$ cat src/rtl/io_port_bridge.sv
// io_port_bridge: peripheral-side end of the processor IO interface.
// Input side: one holding register per port, loaded by external sources
// through valid/ready and read by the core with zero latency.
// Output side: core writes are queued as {addr,data} in a FIFO that an
// external sink drains through valid/ready. The core never stalls, so
// dropped writes (ovf) and reads of empty ports (udf) are kept as sticky flags.

module io_port_bridge #(
    parameter int NUBITS = 32,
    parameter int NUIOIN = 8,
    parameter int NUIOOU = 8,
    parameter int OFDEPW = 3
) (
    input  logic                          clk,
    input  logic                          rst,
    input  logic                          req_in,
    input  logic [$clog2(NUIOIN)-1:0]     addr_in,
    output logic [NUBITS-1:0]             io_in,
    input  logic                          out_en,
    input  logic [$clog2(NUIOOU)-1:0]     addr_out,
    input  logic [NUBITS-1:0]             data_out,
    input  logic [NUIOIN*NUBITS-1:0]      ext_in_data,
    input  logic [NUIOIN-1:0]             ext_in_vld,
    output logic [NUIOIN-1:0]             ext_in_rdy,
    output logic [NUBITS-1:0]             ext_out_data,
    output logic [$clog2(NUIOOU)-1:0]     ext_out_addr,
    output logic                          ext_out_vld,
    input  logic                          ext_out_rdy,
    input  logic                          clr_flags,
    output logic                          ovf,
    output logic                          udf,
    output logic [OFDEPW:0]               of_level
);

    localparam int AIW   = $clog2(NUIOIN);
    localparam int AOW   = $clog2(NUIOOU);
    localparam int DEPTH = 1 << OFDEPW;

    // Occupancy value meaning "every FIFO slot holds a word".
    localparam logic [OFDEPW:0] LEVEL_FULL = {1'b1, {OFDEPW{1'b0}}};

    // ------------------------------------------------------------------
    // Input path: per-port holding registers
    // ------------------------------------------------------------------
    logic [NUBITS-1:0] hold_q [NUIOIN];
    logic [NUIOIN-1:0] hold_vld_q;
    logic [NUIOIN-1:0] rd_sel;
    logic [NUIOIN-1:0] in_load;
    logic [NUIOIN-1:0] in_pop;
    logic              rd_empty;

    // Decode the core's port select and return that port's word with no latency.
    always_comb begin
        // NOTE: every signal written here gets a default first, so no path
        // leaves it unassigned and no latch is inferred.
        rd_sel = '0;
        io_in  = '0;
        for (int k = 0; k < NUIOIN; k++) begin
            if (addr_in == AIW'(k)) begin
                rd_sel[k] = 1'b1;
                io_in     = hold_q[k];
            end
        end
    end

    // Ready is pure register state: a port accepts exactly one word while empty.
    assign ext_in_rdy = ~hold_vld_q;
    assign in_load    = ext_in_vld & ~hold_vld_q;
    // A load needs vld=0 and a pop needs vld=1, so they never hit one port together.
    assign in_pop     = rd_sel & hold_vld_q & {NUIOIN{req_in}};
    assign rd_empty   = req_in & ~|(rd_sel & hold_vld_q);

    // Load holding registers from external sources; clear valid when the core reads.
    always_ff @(posedge clk or negedge rst) begin
        // NOTE: state is updated with non-blocking assignments so every
        // register samples the pre-edge values regardless of statement order.
        if (!rst) begin
            hold_vld_q <= '0;
            for (int k = 0; k < NUIOIN; k++) begin
                hold_q[k] <= '0;
            end
        end else begin
            for (int k = 0; k < NUIOIN; k++) begin
                if (in_load[k]) begin
                    hold_q[k]     <= ext_in_data[k*NUBITS +: NUBITS];
                    hold_vld_q[k] <= 1'b1;
                end else if (in_pop[k]) begin
                    hold_vld_q[k] <= 1'b0;
                end
            end
        end
    end

    // ------------------------------------------------------------------
    // Output path: {addr,data} FIFO
    // ------------------------------------------------------------------
    typedef struct packed {
        logic [AOW-1:0]    addr;
        logic [NUBITS-1:0] data;
    } of_entry_t;

    of_entry_t         of_mem [DEPTH];
    logic [OFDEPW-1:0] wptr_q;
    logic [OFDEPW-1:0] rptr_q;
    logic [OFDEPW:0]   level_q;
    logic              of_full;
    logic              of_pop;
    logic              of_push;
    logic              of_drop;

    assign ext_out_vld = (level_q != '0);
    assign of_full     = (level_q == LEVEL_FULL);
    assign of_pop      = ext_out_vld & ext_out_rdy;
    // A pop in the same cycle frees the slot the full-FIFO push needs.
    assign of_push     = out_en & (~of_full | of_pop);
    assign of_drop     = out_en & of_full & ~of_pop;

    // Head is read straight from storage, so it cannot depend on ext_out_rdy.
    assign ext_out_addr = of_mem[rptr_q].addr;
    assign ext_out_data = of_mem[rptr_q].data;
    assign of_level     = level_q;

    // Write accepted core outputs into FIFO storage.
    always_ff @(posedge clk) begin
        // NOTE: storage is deliberately not reset; occupancy and pointers are,
        // and a slot is never presented before it has been written.
        if (of_push) begin
            of_mem[wptr_q] <= {addr_out, data_out};
        end
    end

    // Advance pointers and occupancy; pointers wrap naturally modulo depth.
    always_ff @(posedge clk or negedge rst) begin
        if (!rst) begin
            wptr_q  <= '0;
            rptr_q  <= '0;
            level_q <= '0;
        end else begin
            if (of_push) begin
                wptr_q <= wptr_q + 1'b1;
            end
            if (of_pop) begin
                rptr_q <= rptr_q + 1'b1;
            end
            case ({of_push, of_pop})
                2'b10:   level_q <= level_q + 1'b1;
                2'b01:   level_q <= level_q - 1'b1;
                default: level_q <= level_q;
            endcase
        end
    end

    // ------------------------------------------------------------------
    // Sticky error flags; a new error outranks a same-cycle clear.
    // ------------------------------------------------------------------
    // Set on dropped writes / empty reads, clear on clr_flags.
    always_ff @(posedge clk or negedge rst) begin
        if (!rst) begin
            ovf <= 1'b0;
            udf <= 1'b0;
        end else begin
            ovf <= of_drop  | (ovf & ~clr_flags);
            udf <= rd_empty | (udf & ~clr_flags);
        end
    end

endmodule

$ cat config.mk
export PLATFORM = sky130hd
export DESIGN_NAME = io_port_bridge
export DESIGN_NICKNAME = d
export VERILOG_FILES = /design/src/rtl/io_port_bridge.sv
export SDC_FILE = /design/constraint.sdc
export NUM_CORES = 1
export LEC_CHECK = 0
export ABC_AREA = 1
export CORE_MARGIN = 2
export CORE_UTILIZATION = 53
export CTS_CLUSTER_DIAMETER = 40
export CTS_CLUSTER_SIZE = 25
export DETAILED_ROUTE_END_ITERATION = 8
export HOLD_SLACK_MARGIN = 0.12
export PLACE_DENSITY = 0.8
export SLEW_MARGIN = 20
export SYNTH_ARGS = -nofsm -noshare
export SYNTH_HDL_FRONTEND = slang
export SYNTH_SLANG_ARGS = --single-unit
$ cat constraint.sdc
create_clock -name clk -period 3.7 [get_ports clk]
set_input_delay 0.74 -clock clk [delete_from_list [all_inputs] [get_ports clk]]
set_output_delay 0.74 -clock clk [all_outputs]
set_load 0.005 [all_outputs]
=== Word level (Yosys, flattened, before mapping) ===
Memory sizes are Yosys's and may differ from the RTL's.
Index checks and enable logic that the tools add are counted.

* Muxes and demuxes: 35
* Eq/ne operators: 10
* Reduce and logical (&&, ||, !) cells: 13
* Add/subtract/negate cells: 4
* Bitwise logic cells: 17

{| class="wikitable"
|+ Operators with widths
! kind !! count
|-
| $mux W32 || 8
|-
| $mux W1 || 26
|-
| $and A8 B8 Y8 || 3
|-
| $reduce_bool A2 Y1 || 9
|-
| $eq A3 B3 Y1 const B || 4
|-
| $not A8 Y8 || 1
|-
| $pmux W4 S2 || 1
|-
| $reduce_or A8 Y1 || 1
|-
| $and A1 B1 Y1 || 7
|-
| $add A3 B1 Y3 const B || 2
|-
| $eq A3 B2 Y1 const B || 2
|-
| $add A4 B1 Y4 const B || 1
|-
| $eq A4 B4 Y1 const B || 1
|-
| $reduce_bool A4 Y1 || 1
|-
| $sub A4 B1 Y4 const B || 1
|-
| $eq A3 B1 Y1 const B || 1
|-
| $logic_not A3 Y1 || 1
|-
| $not A1 Y1 || 3
|-
| $or A1 B1 Y1 || 3
|-
| $eq A2 B1 Y1 const B || 1
|-
| $eq A2 B2 Y1 const B || 1
|-
| $logic_not A1 Y1 || 1
|}

* Memory bits (writable): 280
* Memories kept: 1
* Word-level logic and storage cells: 101
* Bits of input ports: 308
* Register bits: 276
* Output and inout bits: 82

{| class="wikitable"
|+ Memories
! memory !! words !! bits a word !! rd ports !! clocked after memory_dff !! wr ports !! line !! text
|-
| of_mem || 8 || 35 || 1 || 0 || 1 || 102 || <nowiki>of_entry_t of_mem [DEPTH];</nowiki>
|}

=== Longest topological paths before layout ===
Gate-level depths: netlist of the first run.

* Depth after elaboration: 9
* Gate-level depth with buffers: 12
* Depth with buffers taken out: 12

=== Worst setup path before layout of the first run ===
No wires, ideal clock.

* Path kind: input to register
* From: input port ext_out_rdy
* To: memory of_mem[0][0] (netlist name), enable pin
* Path buffers: 0
* Arrival time: 2.780 ns
* Library setup time: 0.427 ns
* Stages on the path: 5
* Path slack: 0.493 ns
* Data required time: 3.273 ns
* Cells stage by stage: inv_1 -> nand3_1 -> nand2_1 -> or2_2 -> nor2_1

* Longest elaborated chain between the ends: 5

{| class="wikitable"
|+ RTL lines
! element !! line !! text
|-
| start: declaration || 28 || <nowiki>input logic ext_out_rdy,</nowiki>
|-
| $and A1 B1 Y1 || 113 || <nowiki>assign of_pop = ext_out_vld & ext_out_rdy;</nowiki>
|-
| $or A1 B1 Y1 || 115 || <nowiki>assign of_push = out_en & (~of_full | of_pop);</nowiki>
|-
| $and A1 B1 Y1 || 115 ||
|-
| $mux W1 || 127 || <nowiki>if (of_push) begin</nowiki>
|-
| $mux W1 (implied by the code) || 128 || <nowiki>of_mem[wptr_q] <= {addr_out, data_out};</nowiki>
|-
| end: declaration || 102 ||
|}

Every way passes these cells.

=== Worst setup path after layout of the first run ===
* From: input port addr_in[2]
* To: output port io_in[12]

* Longest elaborated chain between the ends: 9
* Elaborated cells between the ends (all ways): 16
* Classes of those cells: eq/ne: 7; mux: 8; reduce/logical: 1

{| class="wikitable"
|+ RTL lines
! element !! line !! text
|-
| start: declaration || 17 || <nowiki>input logic [$clog2(NUIOIN)-1:0] addr_in,</nowiki>
|-
| $logic_not A3 Y1 || 59 || <nowiki>if (addr_in == AIW'(k)) begin</nowiki>
|-
| $mux W32 (7 in a row) || 59 ||
|-
| $mux W32 (*) || 59 ||
|-
| end: declaration || 18 || <nowiki>output logic [NUBITS-1:0] io_in,</nowiki>
|}

Mark *: on every way between the ends. The rest lies on a longest branch, timed or not.

==> results.py, run 1 <==
metrics = {
    "global_route": {
        "grt_use_total_pct": 29.86,
        "grt_pass1_vias": 17770,
        "grt-ovfl-total": 0,
        "grt_max_degree": 98,
        "antenna_found_initial": 29,
        "grt_pass1_wl_um": 101600,
    },
    "synth": {
        "synth_cells": 1866,
        "synth-edff-count": 280,
        "syn_area_mm2": 0.02334,
        "seq_area_frac_synth_pct": 65.62,
        "ys_ff_latch": 556,
        "syn_nets": 2177,
        "yosysTopAreaCellShare_pct": 36.03,
        "yosysWarnings": 0,
        "yosys.area.top_type": "edfxtp_1",
        "synth.avg_cell_area_um2": 12.51,
        "ys_types": 26,
        "synth_area_leaders": "edfxtp_1 (36%), dfrtp_1 (30%), mux2_2 (11%)",
        "ys_async_sr_fraction_pct": 49.64,
        "ys.flop_type": "edfxtp_1",
    },
    "flow_run": {
        "max_cap_viol_count": 0,
    },
    "power": {
        "p_leak_nw": 12.17,
        "ir_worst_vdd_v": 0.0005424,
        "power_per_cell_area_mw_per_mm2": 699.1,
    },
    "cells_and_area": {
        "drive_above_1_share_pct": 18.21,
        "area_delta_synth_final_pct": 31.51,
        "nets": 2573,
        "layout_common_cells": "clkdlybuf4s50_1 (386), edfxtp_1 (280), dfrtp_1 (274)",
        "final_common_cell": "clkdlybuf4s50_1",
        "seqCellArea_mm2": 0.01532,
        "final_cell_count_no_fill": 2935,
        "multi_input_area_mm2": 0.007266,
        "n_fill_cell": 2887,
    },
    "worst_hold_path": {
        "hp-class": "in2async",
    },
    "critical_path": {
        "crit_path_end_kind": "output pin",
        "worstPathArrival_ns": 2.82,
        "reg2reg_from": "of_level[0]",
        "start_kind": "input port",
        "startpoint": "addr_in[2]",
        "crit_required_ns": 2.96,
        "crit_type": "in2out",
        "critPathMaxFanout": 73,
    },
    "detailed_routing": {
        "wire_per_inst_um": 23.42,
        "vias_per_cell": 5.867,
        "postRouteAntennaNets": 0,
        "drcViolationCount": 0,
        "finalWirelength_um": 68740,
        "vias": 17220,
        "drt-initial-drc-count": 1750,
        "first_pass_iters": 8,
    },
    "floorplanning": {
        "initial_core_util_pct": 53.94,
        "dieArea_mm2": 0.04573,
        "core_mm2": 0.04327,
        "std_cell_rows": 76,
        "die_y_um": 213.8,
        "fp.dieW_um": 213.8,
        "io-pin-count": 390,
    },
    "timing": {
        "relSlewSlack_pct": 38.38,
        "finalHoldViolCount": 0,
        "clock-skew-final_ns": 0.03298,
        "grt_setup_unrepaired": "no",
        "fin_crit_ns": 3.558,
        "worstMarginPinSlew_ns": 0.9220,
        "drv_slew": 0,
        "fmax_ghz": 0.2810,
        "holdWs_ns": 0.1576,
        "setup_viol": 0,
        "setup_tns_ns": 0,
        "fin_crit_sh_pct": 96.17,
    },
    "place": {
        "dp_hpwl_um": 44670,
        "gp_congestion": 0.9047,
        "dp_cells": 2770,
        "io_buffers": 389,
    },
    "cts": {
        "cts_tree": "done",
        "cts_resized": 0,
        "clock_sinks": 556,
        "clk_latency_ns": 0.61,
        "h-tree-depth": 3,
        "ctsRootBufferMaster": "clkbuf_16",
        "cts_buffers": 74,
        "clk_pin_slew_ns": 0.06,
        "clk_path_buf_depth": 3,
    },
    "outcome": {
        "status": "finished clean",
    },
}
-- metal layers --
| layer | wire (um) | GRT usage, % | share of wire (%) | up-vias |
|---|---|---|---|---|
| li1 | - | - | - | 7586 |
| met1 | 24500 | 35.34 | 36 | 8523 |
| met2 | 34350 | 49.46 | 50 | 901 |
| met3 | 6526 | 8.743 | 9.5 | 203 |
| met4 | 3308 | 16.02 | 4.8 | 6 |
| met5 | 47 | 0 | 0.068 | - |
-- kinds of logic (layout without fill, tap and decap cells) --
logic type | count (synthesis) | in the layout | synth area share (%)
AO/OA/AOI/OAI | 184 | 184 | 4.337
adder cells (fa/ha/maj) | 3 | 3 | 0.1608
AND/OR/NAND/NOR | 637 | 637 | 12.32
other | 0 | 27 | 0
flip-flops | 556 | 556 | 65.62
multiplexers | 295 | 295 | 13.86
buffers and inverters | 186 | 643 | 3.517
XOR/XNOR | 5 | 5 | 0.1876
-- registers in the layout, summed over array words and instances, names as in the netlist --
signal	count
hold_q	256
hold_vld_q	8
of_level	4
of_mem	280
ovf	1
rptr_q	3
udf	1
wptr_q	3
-- path summary, 6_finish.rpt --
check / to / slack (ns) / cells after the start
max in group asynchronous: hold_q[190] / 2.57 / 2
min in group clk: ovf / 0.49 / 2
min: hold_q[46] / 0.16 / 1
max reg2reg: of_mem[6][17] / 1.72 / 6
min reg2reg: ovf / 0.49 / 2
max: io_in[12] / 0.14 / 8
-- through the flow --
step                      worst slack, ns  cell area [um2]  power, W  util [%]
after global placement             0.2144            28120   0.01409     64.99
after floorplan                    0.4925            23340   0.01169         -
after detailed placement           0.2308            28120   0.01436     64.99
after global routing             0.007312            30680   0.02237     70.90
final                              0.1418            30690   0.02146     70.94
after CTS                         0.06371            30600   0.02144     70.73
-- synth_stat cells, types with 40 or more instances --
| cell type | n |
|---|---|
| buf_2 | 67 |
| clkbuf_1 | 40 |
| dfrtp_1 | 276 |
| edfxtp_1 | 280 |
| inv_1 | 58 |
| mux2_2 | 225 |
| mux2i_1 | 70 |
| nand2_1 | 235 |
| nand3_1 | 48 |
| nand4_1 | 163 |
| nor2_1 | 185 |
| o21ai_0 | 74 |
| o22ai_1 | 73 |
-- report_power, final --
| group | internal (W) | total, W | switching (W) |
|---|---|---|---|
| combinational | 0.00281 | 0.00577 | 0.00296 |
| sequential | 0.00786 | 0.00862 | 0.000760 |
| clock | 0.00414 | 0.00706 | 0.00292 |
| total | 0.0148 | 0.0215 | 0.00664 |
-- worst max-delay path, stage by stage --
cell and delay (ns):
clkdlybuf4s50_1 0.56, clkinv_2 0.12, buf_12 0.22, nand4_1 0.14, nand4_1 0.10, nor2_1 0.26
nand4_1 0.18, clkdlybuf4s50_1 0.49
-- cell type report --
class	count	area share [%]
diodes	27	0.2201
multi-input cells	1124	23.67
clock inverters	52	1.724
inverters	63	0.7746
repair buffers	443	14.93
well taps	585	2.385
flip-flops and latches	556	49.92
clock buffers	85	6.372
-- timing repair --
| item | in CTS | in global routing |
|---|---|---|
| hold endpoints to repair | 0 | 0 |
| setup buffers | 0 | 1 |
| hold buffers | 0 | 0 |
| setup endpoints to repair | 0 | 4 |
No activity file was read; power rests on OpenSTA's default activity.
==> run 2: changes to the inputs <==
--- a/config.mk
+++ b/config.mk
@@ -14,3 +14,3 @@
 export HOLD_SLACK_MARGIN = 0.12
-export PLACE_DENSITY = 0.8
+export PLACE_DENSITY = 0.79
 export SLEW_MARGIN = 20
--- a/constraint.sdc
+++ b/constraint.sdc
@@ -3,2 +3,2 @@
 set_output_delay 0.74 -clock clk [all_outputs]
-set_load 0.005 [all_outputs]
+set_load 0.02 [all_outputs]
==> run 2 against run 1 <==
Combinational power is 9.4% higher. Cell area is 0.18% higher. Highest routed layer unchanged. Die area stayed put. Sequential cell count stayed put. Largest cell class unchanged.
==> results.py, run 2 (synthesis gave the netlist of run 1 again) <==
metrics = {
    "floorplanning": {
        "core_mm2": 0.04327,
        "dieArea_mm2": 0.04573,
        "fp.dieW_um": 213.8,
        "io-pin-count": 390,
        "std_cell_rows": 76,
        "die_y_um": 213.8,
        "initial_core_util_pct": 53.94,
    },
    "detailed_routing": {
        "drcViolationCount": 0,
        "postRouteAntennaNets": 0,
        "first_pass_iters": 6,
        "vias_per_cell": 5.836,
        "drt-initial-drc-count": 1536,
        "wire_per_inst_um": 23.28,
        "finalWirelength_um": 68290,
        "vias": 17120,
    },
    "global_route": {
        "grt-ovfl-total": 0,
        "grt_use_total_pct": 29.72,
        "grt_pass1_vias": 17430,
        "grt_pass1_wl_um": 101000,
        "antenna_found_initial": 32,
        "grt_max_degree": 95,
    },
    "place": {
        "gp_congestion": 0.9411,
        "io_buffers": 389,
        "dp_hpwl_um": 44370,
        "dp_cells": 2770,
    },
    "cells_and_area": {
        "drive_above_1_share_pct": 18.17,
        "nets": 2571,
        "layout_common_cells": "clkdlybuf4s50_1 (386), edfxtp_1 (280), dfrtp_1 (274)",
        "biggestRegsByFlops": "of_mem (280), hold_q (256), hold_vld_q (8)",
        "regMostFlops": "of_mem",
        "final_common_cell": "clkdlybuf4s50_1",
        "largest_register_ff_count": 280,
        "final_cell_count_no_fill": 2933,
        "fin_util_pct": 71.06,
        "area_delta_synth_final_pct": 31.74,
    },
    "cts": {
        "clk_path_buf_depth": 3,
        "clk_latency_ns": 0.60,
        "ctsHoldBuffers": 0,
        "cts_buffers": 72,
        "clock_sinks": 556,
        "ctsRootBufferMaster": "clkbuf_16",
        "clk_pin_slew_ns": 0.05,
        "cts_tree": "done",
        "h-tree-depth": 3,
    },
    "worst_hold_path": {
        "hp-class": "in2async",
    },
    "critical_path": {
        "critPathMaxFanout": 71,
        "crit_required_ns": 2.96,
        "start_kind": "flop",
        "crit_path_end_kind": "output pin",
        "crit_type": "reg2out",
        "worstPathArrival_ns": 2.92,
    },
    "timing": {
        "drv_slew": 0,
        "relSlewSlack_pct": 41.20,
        "setup_tns_ns": 0,
        "holdWs_ns": 0.1793,
        "fin_crit_ns": 3.661,
        "worstMarginPinSlew_ns": 0.8820,
        "grt_setup_unrepaired": "yes",
        "setup_viol": 0,
        "fin_crit_sh_pct": 98.95,
        "fmax_ghz": 0.2731,
        "finalHoldViolCount": 0,
        "clock-skew-final_ns": 0.03415,
    },
    "power": {
        "power_per_cell_area_mw_per_mm2": 721.8,
        "ir_worst_vdd_v": 0.0004446,
        "p_leak_nw": 12.20,
    },
    "outcome": {
        "status": "finished clean",
    },
    "flow_run": {
        "max_cap_viol_count": 0,
    },
}
## run 2: cell count changes in the layout (fill, tap and decap cells not counted), sizes merged
cell	before	now
clkinvlp	5	3
clkinv	27	19
bufinv	3	9
inv	80	78
diode	27	31
## run 2: stage by stage
stage               worst slack (ns)  instance area, um2  total power (W)
finish                       0.03876               30750          0.02219
global route                -0.04027               30720          0.02316
CTS                         0.008800               30650          0.02220
detailed placement            0.1884               28120          0.01488
global placement              0.1946               28120          0.01464
floorplan                     0.4906               23340          0.01224
## run 2: per-layer routing
metal / up-vias / track usage [%] / routed length [um]
met5: - / 0 / 85
met4: 12 / 16.52 / 3071
met3: 181 / 7.835 / 6139
met2: 847 / 48.35 / 33860
met1: 8477 / 36.29 / 25130
li1: 7600 / - / -
## run 2: timing repair
item	in CTS	in global routing
endpoints found under the setup margin	0	21
gates resized for setup	0	1
setup buffers	0	1
## run 2: critical path, stage by stage, from the launching register on
cell and delay, ns:
dfrtp_4 0.64, buf_12 0.37, o21ai_0 0.19, o22ai_1 0.26
nand2_1 0.08, nand2_1 0.12, clkdlybuf4s50_1 0.62
## run 2: area by class of cell
class / instances / area [um2]
inverter: 63 / 237.7
fill: 2842 / 12520
timing repair buffer: 443 / 4586
clock inverter: 46 / 583.1
antenna: 31 / 77.57
tap: 585 / 732.0
clock buffer: 85 / 1943
multi-input combinational: 1124 / 7266
sequential: 556 / 15320
## run 2: worst paths after layout
check                      cells past startpoint  slack (ns)   startpoint          endpoint
min                                            1        0.18          rst        hold_q[79]
min in group clk                               2        0.49          ovf               ovf
max reg2reg                                    6        1.55  of_level[0]     of_mem[4][22]
max                                            6        0.04    rptr_q[0]  ext_out_data[18]
max in group asynchronous                      2        2.50          rst       hold_q[248]
min reg2reg                                    2        0.49          ovf               ovf
## run 2: report_power, final
| part | switching [W] | total, W | internal, W |
|---|---|---|---|
| Sequential | 0.000756 | 0.00862 | 0.00786 |
| Clock | 0.00279 | 0.00726 | 0.00447 |
| Combinational | 0.00349 | 0.00631 | 0.00282 |
